### src/rtl/mem_wb_skid_pkg.sv
// ============================================================================
// Module : lc3b_types (package)
// Brief  : LC-3b opcodes, control word, MEM/WB bundle and write-back decode.
// Rev    : 1.0
// ============================================================================
`default_nettype none

package lc3b_types;

    typedef logic [15:0] lc3b_word;
    typedef logic [2:0]  lc3b_reg;

    typedef enum logic [3:0] {
        op_br    = 4'b0000,
        op_add   = 4'b0001,
        op_ldb   = 4'b0010,
        op_stb   = 4'b0011,
        op_jsr   = 4'b0100,
        op_and   = 4'b0101,
        op_ldr   = 4'b0110,
        op_str   = 4'b0111,
        op_extra = 4'b1000,
        op_not   = 4'b1001,
        op_ldi   = 4'b1010,
        op_sti   = 4'b1011,
        op_jmp   = 4'b1100,
        op_shf   = 4'b1101,
        op_lea   = 4'b1110,
        op_trap  = 4'b1111
    } lc3b_opcode;

    typedef struct packed {
        lc3b_opcode  opcode;
        logic        mem_read;
        logic        mem_write;
        logic        load_cc;
        logic [1:0]  alu_mux_sel;
    } lc3b_control_word;

    typedef struct packed {
        lc3b_control_word ctrl;
        lc3b_reg          dest;
        lc3b_word         alu;
        lc3b_word         mem;
        lc3b_word         pc;
        lc3b_word         adj9;
        lc3b_word         adj11;
        lc3b_word         src1;
        logic             jsr;
        logic             regwrite;
    } lc3b_memwb_bundle;

    function automatic logic is_wb_opcode(input lc3b_opcode op);
        case (op)
            op_add, op_and, op_ldb, op_ldr, op_ldi,
            op_lea, op_not, op_shf, op_extra: return 1'b1;
            default:                          return 1'b0;
        endcase
    endfunction

endpackage

`default_nettype wire

### src/rtl/mem_wb_skid_entry.sv
// ============================================================================
// Module : memwb_entry
// Brief  : One bundle register with a valid bit and a data load-enable.
// Rev    : 1.0
// ============================================================================
`default_nettype none

module memwb_entry #(
    parameter int W = 8
) (
    input  logic         clk,
    input  logic         reset,
    input  logic         load,
    input  logic         valid_next,
    input  logic [W-1:0] d,
    output logic         valid,
    output logic [W-1:0] q
);

    always_ff @(posedge clk) begin
        if (reset) begin
            valid <= 1'b0;
            q     <= '0;
        end else begin
            valid <= valid_next;
            if (load) begin
                q <= d;
            end
        end
    end

endmodule

`default_nettype wire

### src/rtl/mem_wb_skid.sv
// ============================================================================
// Module : mem_wb_skid
// Brief  : MEM->WB pipeline stage with valid/ready handshake and optional skid.
// Rev    : 1.0
// ============================================================================
`default_nettype none

module mem_wb_skid
    import lc3b_types::*;
#(
    parameter int WIDTH    = 16,
    parameter int REG_BITS = 3,
    parameter int SKID     = 1
) (
    input  logic                clk,
    input  logic                reset,
    input  logic                flush,
    input  logic                in_valid,
    output logic                in_ready,
    input  lc3b_control_word    in_ctrl,
    input  logic [REG_BITS-1:0] in_dest,
    input  logic [WIDTH-1:0]    in_alu,
    input  logic [WIDTH-1:0]    in_mem_rdata,
    input  logic [WIDTH-1:0]    in_mem_fwd,
    input  logic [WIDTH-1:0]    in_pc,
    input  logic [WIDTH-1:0]    in_adj9,
    input  logic [WIDTH-1:0]    in_adj11,
    input  logic [WIDTH-1:0]    in_src1,
    input  logic                in_jsr,
    output logic                out_valid,
    input  logic                out_ready,
    output lc3b_control_word    out_ctrl,
    output logic [REG_BITS-1:0] out_dest,
    output logic [WIDTH-1:0]    out_alu,
    output logic [WIDTH-1:0]    out_mem,
    output logic [WIDTH-1:0]    out_pc,
    output logic [WIDTH-1:0]    out_adj9,
    output logic [WIDTH-1:0]    out_adj11,
    output logic [WIDTH-1:0]    out_src1,
    output logic                out_jsr,
    output logic                out_regwrite,
    output logic                cache_access_b
);

    // Width-parametrised twin of lc3b_memwb_bundle.
    typedef struct packed {
        lc3b_control_word    ctrl;
        logic [REG_BITS-1:0] dest;
        logic [WIDTH-1:0]    alu;
        logic [WIDTH-1:0]    mem;
        logic [WIDTH-1:0]    pc;
        logic [WIDTH-1:0]    adj9;
        logic [WIDTH-1:0]    adj11;
        logic [WIDTH-1:0]    src1;
        logic                jsr;
        logic                regwrite;
    } bundle_t;

    localparam int BW = $bits(bundle_t);

    bundle_t w_in_bundle;
    bundle_t w_main_d;
    bundle_t w_main_q;
    bundle_t w_skid_q;
    logic    w_main_valid;
    logic    w_skid_valid;
    logic    w_accept;
    logic    w_xfer;
    logic    w_main_load;
    logic    w_main_valid_next;
    logic    r_cache_access;

    always_comb begin
        w_in_bundle          = '0;
        w_in_bundle.ctrl     = in_ctrl;
        w_in_bundle.dest     = in_dest;
        w_in_bundle.alu      = in_alu;
        w_in_bundle.mem      = in_ctrl.mem_read ? in_mem_rdata : in_mem_fwd;
        w_in_bundle.pc       = in_pc;
        w_in_bundle.adj9     = in_adj9;
        w_in_bundle.adj11    = in_adj11;
        w_in_bundle.src1     = in_src1;
        w_in_bundle.jsr      = in_jsr;
        w_in_bundle.regwrite = is_wb_opcode(in_ctrl.opcode);
    end

    assign w_accept = in_valid && in_ready && !flush;
    assign w_xfer   = w_main_valid && out_ready;

    // Main refills from skid when one is waiting, otherwise from the input.
    assign w_main_load       = (w_accept && !w_skid_valid && (!w_main_valid || w_xfer))
                             || (w_skid_valid && w_xfer);
    assign w_main_d          = w_skid_valid ? w_skid_q : w_in_bundle;
    assign w_main_valid_next = !flush && (w_main_load || (w_main_valid && !w_xfer));

    memwb_entry #(.W(BW)) u_main (
        .clk        (clk),
        .reset      (reset),
        .load       (w_main_load),
        .valid_next (w_main_valid_next),
        .d          (w_main_d),
        .valid      (w_main_valid),
        .q          (w_main_q)
    );

    generate
        if (SKID != 0) begin : g_skid
            logic w_skid_load;
            logic w_skid_valid_next;
            logic r_in_ready;

            assign w_skid_load       = w_accept && w_main_valid && !w_xfer;
            assign w_skid_valid_next = !flush && (w_skid_valid ? !w_xfer : w_skid_load);

            memwb_entry #(.W(BW)) u_skid (
                .clk        (clk),
                .reset      (reset),
                .load       (w_skid_load),
                .valid_next (w_skid_valid_next),
                .d          (w_in_bundle),
                .valid      (w_skid_valid),
                .q          (w_skid_q)
            );

            always_ff @(posedge clk) begin
                if (reset) begin
                    r_in_ready <= 1'b0;
                end else begin
                    r_in_ready <= !w_skid_valid_next;
                end
            end

            assign in_ready = r_in_ready;
        end else begin : g_no_skid
            assign w_skid_valid = 1'b0;
            assign w_skid_q     = '0;
            assign in_ready     = !reset && (!w_main_valid || out_ready);
        end
    endgenerate

    always_ff @(posedge clk) begin
        if (reset) begin
            r_cache_access <= 1'b0;
        end else begin
            r_cache_access <= w_accept;
        end
    end

    assign out_valid      = w_main_valid;
    assign out_ctrl       = w_main_q.ctrl;
    assign out_dest       = w_main_q.dest;
    assign out_alu        = w_main_q.alu;
    assign out_mem        = w_main_q.mem;
    assign out_pc         = w_main_q.pc;
    assign out_adj9       = w_main_q.adj9;
    assign out_adj11      = w_main_q.adj11;
    assign out_src1       = w_main_q.src1;
    assign out_jsr        = w_main_q.jsr;
    assign out_regwrite   = w_main_q.regwrite && w_main_valid;
    assign cache_access_b = r_cache_access;

endmodule

`default_nettype wire

### config.mk
export PLATFORM = sky130hd
export DESIGN_NAME = mem_wb_skid
export DESIGN_NICKNAME = d
export VERILOG_FILES = /design/src/rtl/mem_wb_skid_pkg.sv /design/src/rtl/mem_wb_skid_entry.sv /design/src/rtl/mem_wb_skid.sv
export SDC_FILE = /design/constraint.sdc
export NUM_CORES = 1
export LEC_CHECK = 0
export CAP_MARGIN = 20
export CORE_MARGIN = 8
export CORE_UTILIZATION = 50
export DETAILED_ROUTE_END_ITERATION = 12
export PLACE_DENSITY = 0.77
export SLEW_MARGIN = 5
export SYNTH_ARGS = -nofsm -noshare
export SYNTH_HDL_FRONTEND = slang
export SYNTH_SLANG_ARGS = --single-unit
### constraint.sdc
create_clock -name clk -period 1.6 [get_ports clk]
set_input_delay 0.16 -clock clk [delete_from_list [all_inputs] [get_ports clk]]
set_output_delay 0.16 -clock clk [all_outputs]
set_load 0.005 [all_outputs]
After elaboration in Yosys (flattened, before gate mapping) --
Memory sizes are Yosys's and may differ from the RTL's. Cells that the tools add are included.
Storage, ports and cells: bits in registers 224, bits in latches 0, memory bits (writable) 0, memory bits (read-only) 16, output and inout port bits 113, word-level logic and storage cells 30, memories kept 1
Memories:
- (name not given) | depth 16, bits a word 1, read ports 1, clocked after memory_dff 0, wr ports 0, line mem_wb_skid_pkg.sv:54 | case (op)
Cells by class: add/sub/neg operators 0, multipliers 0, divide/modulo/power cells 0, $lt $le $gt $ge 0, equality and inequality tests 0, shifts and indexed selects 0, muxes and demuxes 3, bitwise logic cells 0, reduce and logical (&&, ||, !) cells 20
Operators with widths (count):
- $mux 110 | 1
- $mux 16 | 1
- $logic_and 1x1->1 | 12
- $logic_not 1->1 | 5
- $logic_or 1x1->1 | 3
- $mux 1 | 1

Depth between registers and ports, before layout --
Gate-level depths: netlist of the first run.
word-level depth 7, depth in mapped cells 7, gate-level depth less buffers 5

Modules after synthesis --
A second synthesis of the first run with hierarchy kept.
Unflattened totals: cells, all modules 873, area total of the unflattened synthesis 9726.8 um^2
By module, submodules not included:
- memwb_entry | times used 2, cells each 356, area an instance 4011.3 um^2, seq. area each 2222.1 um^2
- mem_wb_skid | times used 1, cells each 161, area an instance 1704.1 um^2, seq. area each 40.0 um^2

Worst setup path after synthesis of the first run --
Ideal clock, no wire load.
path kind reg-to-reg, start register g_skid.r_in_ready, in the netlist in_ready, end register u_main.q[31], data arrival time 1.214 ns, required time 1.454 ns, setup slack 0.240 ns, cell stages (with the launch flop) 7, buffers on the path 2, path through dfxtp_1 -> and3b_1 -> o211a_4 -> buf_6 -> buf_4 -> nor2_1 -> a211oi_2
On the way: word-level cells in the longest chain between the ends 5
RTL lines:
- start, declared | line mem_wb_skid.sv:110 | logic r_in_ready;
- start signal, assigned | line mem_wb_skid.sv:129 | r_in_ready <= !w_skid_valid_next;
- $logic_and 1x1->1 (2 in a row) | line mem_wb_skid.sv:87 | assign w_accept = in_valid && in_ready && !flush;
- $logic_and 1x1->1 (2 in a row) | line mem_wb_skid.sv:91 | assign w_main_load = (w_accept && !w_skid_valid && (!w_main_valid || w_xfer))
- $logic_or 1x1->1 | line mem_wb_skid.sv:92 | || (w_skid_valid && w_xfer);
- end signal, assigned | line mem_wb_skid_entry.sv:23 | q <= '0;
- end signal, assigned | line mem_wb_skid_entry.sv:27 | q <= d;
- end, declared | line mem_wb_skid_entry.sv:17 | output logic [W-1:0] q
No other way between the ends. A chain may end at the register's enable or synchronous reset.

Worst setup path after layout of the first run --
start register u_main.q[27], end output out_adj11[9]
RTL lines:
- end, declared | line mem_wb_skid.sv:38 | output logic [WIDTH-1:0] out_adj11,
No word-level cell between the ends.

==> out/results.ini, run 1 <==
[cts]
clock_path_buffers = 3
root_buffer = clkbuf_16
cts.reportedPaths.clkPinSlew_ps = 60
cts_tree = yes
h-tree-depth = 1
cts_buffers = 23
insertion_delay_ps = 500
holdBufCountCts = 0
cts_num_sinks = 224

[synth]
synth_top_family_by_area = compound AO/OA/AOI/OAI gates
ys_warn_count = 0
synth_area_um2 = 10100
netlist_instances = 1117
syn_nets = 1248
avgSynthCellArea_um2 = 9.07
synthSimpleGateAreaFrac = 0.132
synth-xor-area-share = 0
synth_compound_area_frac = 0.188
synth_mux_area_frac = 0.108
ys_ff_latch = 224
synth.distinct_cells = 28
ys_seq_area_frac = 0.443
synth_adder_area_share = 0.00124

[routing]
viasPerCell = 5.17
remaining_drc_errors = 0
drt_iter0_markers = 297
ant_nets = 0
routedWlPerCell_um = 16.9
first_pass_iters = 4
routed_wl_um = 25800
routed-via-count = 7877

[setup_path]
crit_required_ps = 1440
cp_max_fo = 2
path_delay_family = buffers and inverters
r2r_slack_ps = 60
critPathMaxStageDelay_ps = 550
end_kind = output pin
crit_arrival_ps = 1400
start_kind = register
cp_slowest_cell = clkdlybuf4s50_1
crit_path_cell_trace = clkdlybuf4s50_1
cp_num_buf_inv = 1
timing_worst_setup_path_type = register to output pin

[timing]
min_period_over_period = 0.977
layout_min_cycle_time_ps = 1560
layout_setup_ws_ps = 37.0
fin_worst_skew_ps = 5.68
tightest_slew_ps = 512
tns_ps = 0
rsz0062_at_grt = yes
setup_viol = 0
maxSlewViolCount = 0
fmax_mhz = 640
relSlewSlack = 0.659
hold_viol = 0

[final_layout]
synthToLayoutAreaGrowth_pct = 28.7
multi_input_area_um2 = 4350
register_area_um2 = 4490
drive_gt1_frac = 0.132
final_util = 0.650
fillers = 1648
layout.nets = 1367

[placed_design]
gp_congestion = 0.772
place_ws_ps = -325
dp_hpwl_um = 17400
numPortBuffers = 242

[pwr]
power_density_nw_per_um2 = 978
leakagePower_uw = 0.00445
vdd_drop_max_mv = 0.561

[die]
ios = 243
design.core.area_um2 = 20000
die_y_um = 158
rows = 52
die_area_um2 = 25100
die_w_um = 158
start_util = 0.505

[global_route]
grt_overflow = 0
grt_pass1_wl_um = 39300
track_usage = 0.191
antenna_found_initial = 2
grt_pass1_vias = 7722
grt_max_degree = 63

[min_path]
hp-class = input pin to register

[run]
drv_cap = 0

[run_status]
outcome = complete, no violations

==> final cells by class <==
class / count / share of cell area
antenna: 1 / 0.000192
clock buffer: 32 / 0.0498
inverter: 1 / 0.000288
timing repair buffer: 290 / 0.235
multi-input combinational: 696 / 0.334
sequential: 224 / 0.345
tap: 270 / 0.0259
clock inverter: 10 / 0.00998
==> power by group <==
group | switching (uW) | leakage [uW] | internal, uW
logic | 609 | 0.00224 | 804
registers | 90.4 | 0.00182 | 5730
clock network | 2190 | 0.000389 | 3320
total | 2890 | 0.00445 | 9860
==> cells in the final DEF (no fill, tap or decap), drive strengths merged, types with 2 or more instances in the layout <==
master	count
clkdlybuf4s50	229
dlygate4sd2	3
nor2	113
clkinv	5
dlymetal6s2s	9
inv	3
bufinv	3
o211ai	17
a211oi	111
dfxtp	224
nand2b	3
mux2i	109
nand2	220
nor2b	2
clkbuf	35
a21oi	110
buf	46
==> sequential cells by signal, indices dropped and copies added (netlist names) <==
signal	cells
u_main.q	110
g_skid.u_skid.q	110
in_ready	1
cache_access_b	1
g_skid.u_skid.valid	1
u_main.valid	1
==> cells by family after synthesis <==
| family | after synthesis |
|---|---|
| compound gates | 241 |
| fa+ha+maj | 1 |
| mux | 109 |
| simple gates | 345 |
| buf+inv | 197 |
| flops | 224 |
==> worst paths after layout <==
check                    start           end  depth (start not counted)
setup reg to reg      in_ready  u_main.q[33]                          5
hold / removal           reset  u_main.q[58]                          2
hold reg to reg   u_main.q[77]  u_main.q[77]                          2
setup / recovery  u_main.q[27]  out_adj11[9]                          1
==> cells in the mapped netlist, drive strengths merged <==
master,instances,area share
buf,163,0.12
inv,1,0.00037
nand3,1,0.00049
nor2,113,0.043
o211ai,17,0.013
nand2,220,0.082
nand3b,1,0.00074
a211oi,111,0.12
nor2b,2,0.0012
ha,1,0.0012
a21oi,110,0.054
a221oi,1,0.00086
and3b,1,0.00086
and2,1,0.00062
nand2b,3,0.0019
dfxtp,224,0.44
nand4,1,0.00062
mux2i,109,0.11
or4,1,0.00074
clkbuf,33,0.012
o211a,1,0.0017
a31oi,1,0.00062
nor3b,1,0.00074
==> metal layers <==
layer | track usage | part of all wire | vias up | wire, um
met4 | 0.0485 | 0.023 | 2 | 580
met1 | 0.227 | 0.42 | 3697 | 10700
met3 | 0.0559 | 0.075 | 36 | 1920
li1 | - | - | 3938 | -
met2 | 0.333 | 0.49 | 204 | 12500
met5 | 0 | 0.00050 | - | 13
==> timing repair <==
item / in CTS / in global routing
gates cloned: 0 / 3
setup buffers: 0 / 3
pin swaps: 0 / 4
endpoints found under the setup margin: 3 / 105
gates resized for setup: 3 / 20
==> through the flow <==
step	total power [uW]	hold WS, ps	instances	instance area, um2
2_1_floorplan	6720	238	1117	10100
3_3_place_gp	7330	438	1475	12100
3_5_place_dp	7360	444	1475	12100
4_1_cts	12900	159	1517	12900
5_1_grt	13300	189	1524	13000
6_report	12800	170	1524	13000
No activity file was read; power rests on OpenSTA's default activity.
==> inputs of run 2 (changes only) <==
- CORE_UTILIZATION: 50 -> 47
- CTS_BUF_LIST: unset -> sky130_fd_sc_hd__clkbuf_4
- PLACE_DENSITY: 0.77 -> 0.76
- clock period: 1.6 -> 1.3 ns (I/O delays scaled with it)
==> run 2 against run 1 <==
Against the previous run:
- global-route usage rose by 1.3 points
- the flow now finishes with violations (negative setup slack)
- largest power group unchanged
- setup slack got worse by 310 ps
- clock-buffer cell count rose by 49
- final cell count rose by 8.7%
==> out/results.ini, run 2 (synthesis gave the netlist of run 1 again) <==
[timing]
setup_viol = 224
min_period_over_period = 1.21
relSlewSlack = 0.747
maxSlewViolCount = 0
hold_viol = 0
fin_worst_skew_ps = 43.6
fmax_mhz = 636
layout_min_cycle_time_ps = 1570
rsz0062_at_grt = yes
tightest_slew_ps = 380
layout_setup_ws_ps = -271
hold_ws_ps = 48.8

[cts]
root_buffer = clkbuf_4
clock_path_buffers = 3
cts.reportedPaths.clkPinSlew_ps = 70
cts_buffers = 58
cts_tree = yes
h-tree-depth = 2
insertion_delay_ps = 660
cts_num_sinks = 224

[routing]
first_pass_iters = 5
viasPerCell = 5.28
ant_nets = 0
routedWlPerCell_um = 18.6
routed_wl_um = 30800
remaining_drc_errors = 0
drt_iter0_markers = 442
routed-via-count = 8752

[global_route]
grt_max_degree = 42
grt_pass1_vias = 8542
antenna_found_initial = 2
grt_pass1_wl_um = 44500
track_usage = 0.204
grt_overflow = 0

[setup_path]
path_depth = 7
crit_arrival_ps = 2130
path_delay_family = compound AO/OA/AOI/OAI gates
end_kind = register
crit_path_frequent_cell = buf_6
worstRegToRegCells = 7
crit_required_ps = 1860
cp_slowest_cell = dfxtp_2
critPathMaxStageDelay_ps = 360
start_kind = register
cp_max_fo = 7
cp_num_buf_inv = 3
crit_path_cell_trace = buf_6 -> nand2b_4 -> o211a_4 -> buf_6 -> buf_12 -> o211ai_1 -> a21oi_1
timing_worst_setup_path_type = register to register

[pwr]
vdd_drop_max_mv = 0.681
power_density_nw_per_um2 = 1030
leakagePower_uw = 0.00545
total_power_uw = 14900

[final_layout]
layout.nets = 1474
drive_gt1_frac = 0.461
final_area_um2 = 14600
synthToLayoutAreaGrowth_pct = 43.7
most-common-layout-cells = nand2_1, clkdlybuf4s50_1, dfxtp_1
largestRegisters = g_skid.u_skid.q: 110 flops, u_main.q: 110 flops
final_common_cell = nand2_1

[die]
die_area_um2 = 26500
design.core.area_um2 = 21100
start_util = 0.480
ios = 243
rows = 53
die_w_um = 163
die_y_um = 163

[run_status]
violations = negative setup slack
outcome = finished with violations

[min_path]
holdPathStages = 3
hp-class = input pin to register

[placed_design]
numPortBuffers = 242
dp_hpwl_um = 17800
place_ws_ps = -530
place_area_um2 = 12300
gp_congestion = 0.778

[run]
drv_cap = 0

## run 2: changes by cell type in the layout (fill, tap and decap cells not counted), sizes merged
| cell | change |
|---|---|
| dlygate4sd3 | +11 |
| clkbuf | +57 |
| o211a | +1 |
| clkdlybuf4s50 | -101 |
| dlygate4sd2 | -3 |
| clkinv | +12 |
| inv | -2 |
| bufinv | -3 |
| dlymetal6s2s | -9 |
| buf | +165 |
## run 2: report_power, final
| group | switching (uW) | internal, uW | leakage [uW] |
|---|---|---|---|
| registers | 128 | 7090 | 0.00186 |
| clock network | 2810 | 2840 | 0.000399 |
| logic | 941 | 1130 | 0.00319 |
## run 2: metal layers
layer,track usage,up-vias,wire length (um)
met1,0.234,4226,12500
li1,-,4201,-
met3,0.0763,49,2310
met5,0,-,13
met4,0.0667,2,574
met2,0.345,274,15400
## run 2: timing repair
action / CTS / global route
hold buffers: 11 / 0
pin swaps: 20 / 97
setup endpoints to repair: 333 / 275
endpoints found under the hold margin: 35 / 0
gates cloned: 11 / 11
resized for setup: 602 / 242
buffers inserted: 22 / 15
## run 2: cell type report
type	count	area (um2)
repair buffers	361	3840
inverters	1	3.75
well taps	275	344
diodes	1	2.50
clock buffers	81	608
multi-input cells	697	5070
fillers	1563	6530
flip-flops and latches	224	4630
clock inverters	17	63.8
## run 2: per-stage QoR
stage	setup TNS, ps	utilization	cells
6_report	-37490	0.690	1657
2_1_floorplan	-4820	-	1117
4_1_cts	-38660	0.635	1637
5_1_grt	-52920	0.690	1657
3_5_place_dp	-94170	0.584	1495
3_3_place_gp	-85420	0.584	1495
## run 2: path summary, 6_finish.rpt
check	slack, ps	startpoint	endpoint
setup / recovery	-270	u_main.valid	u_main.q[68]
hold / removal	50	in_src1[5]	g_skid.u_skid.q[7]
setup reg to reg	-270	u_main.valid	u_main.q[68]
hold reg to reg	450	u_main.q[81]	u_main.q[81]
## run 2: worst reg2reg max path, delay by kind of cell (launching register included)
family                 cells  cell delay [ps]
AO/OA/AOI/OAI              3              530
buffers and inverters      3              430
AND/OR/NAND/NOR            1              140
flip-flops                 1              360
==> inputs of run 3 (changes only) <==
- CAP_MARGIN: 20 -> 25
==> results of run 3 <==
The final DEF is identical to that of run 2; final timing and power are the same.
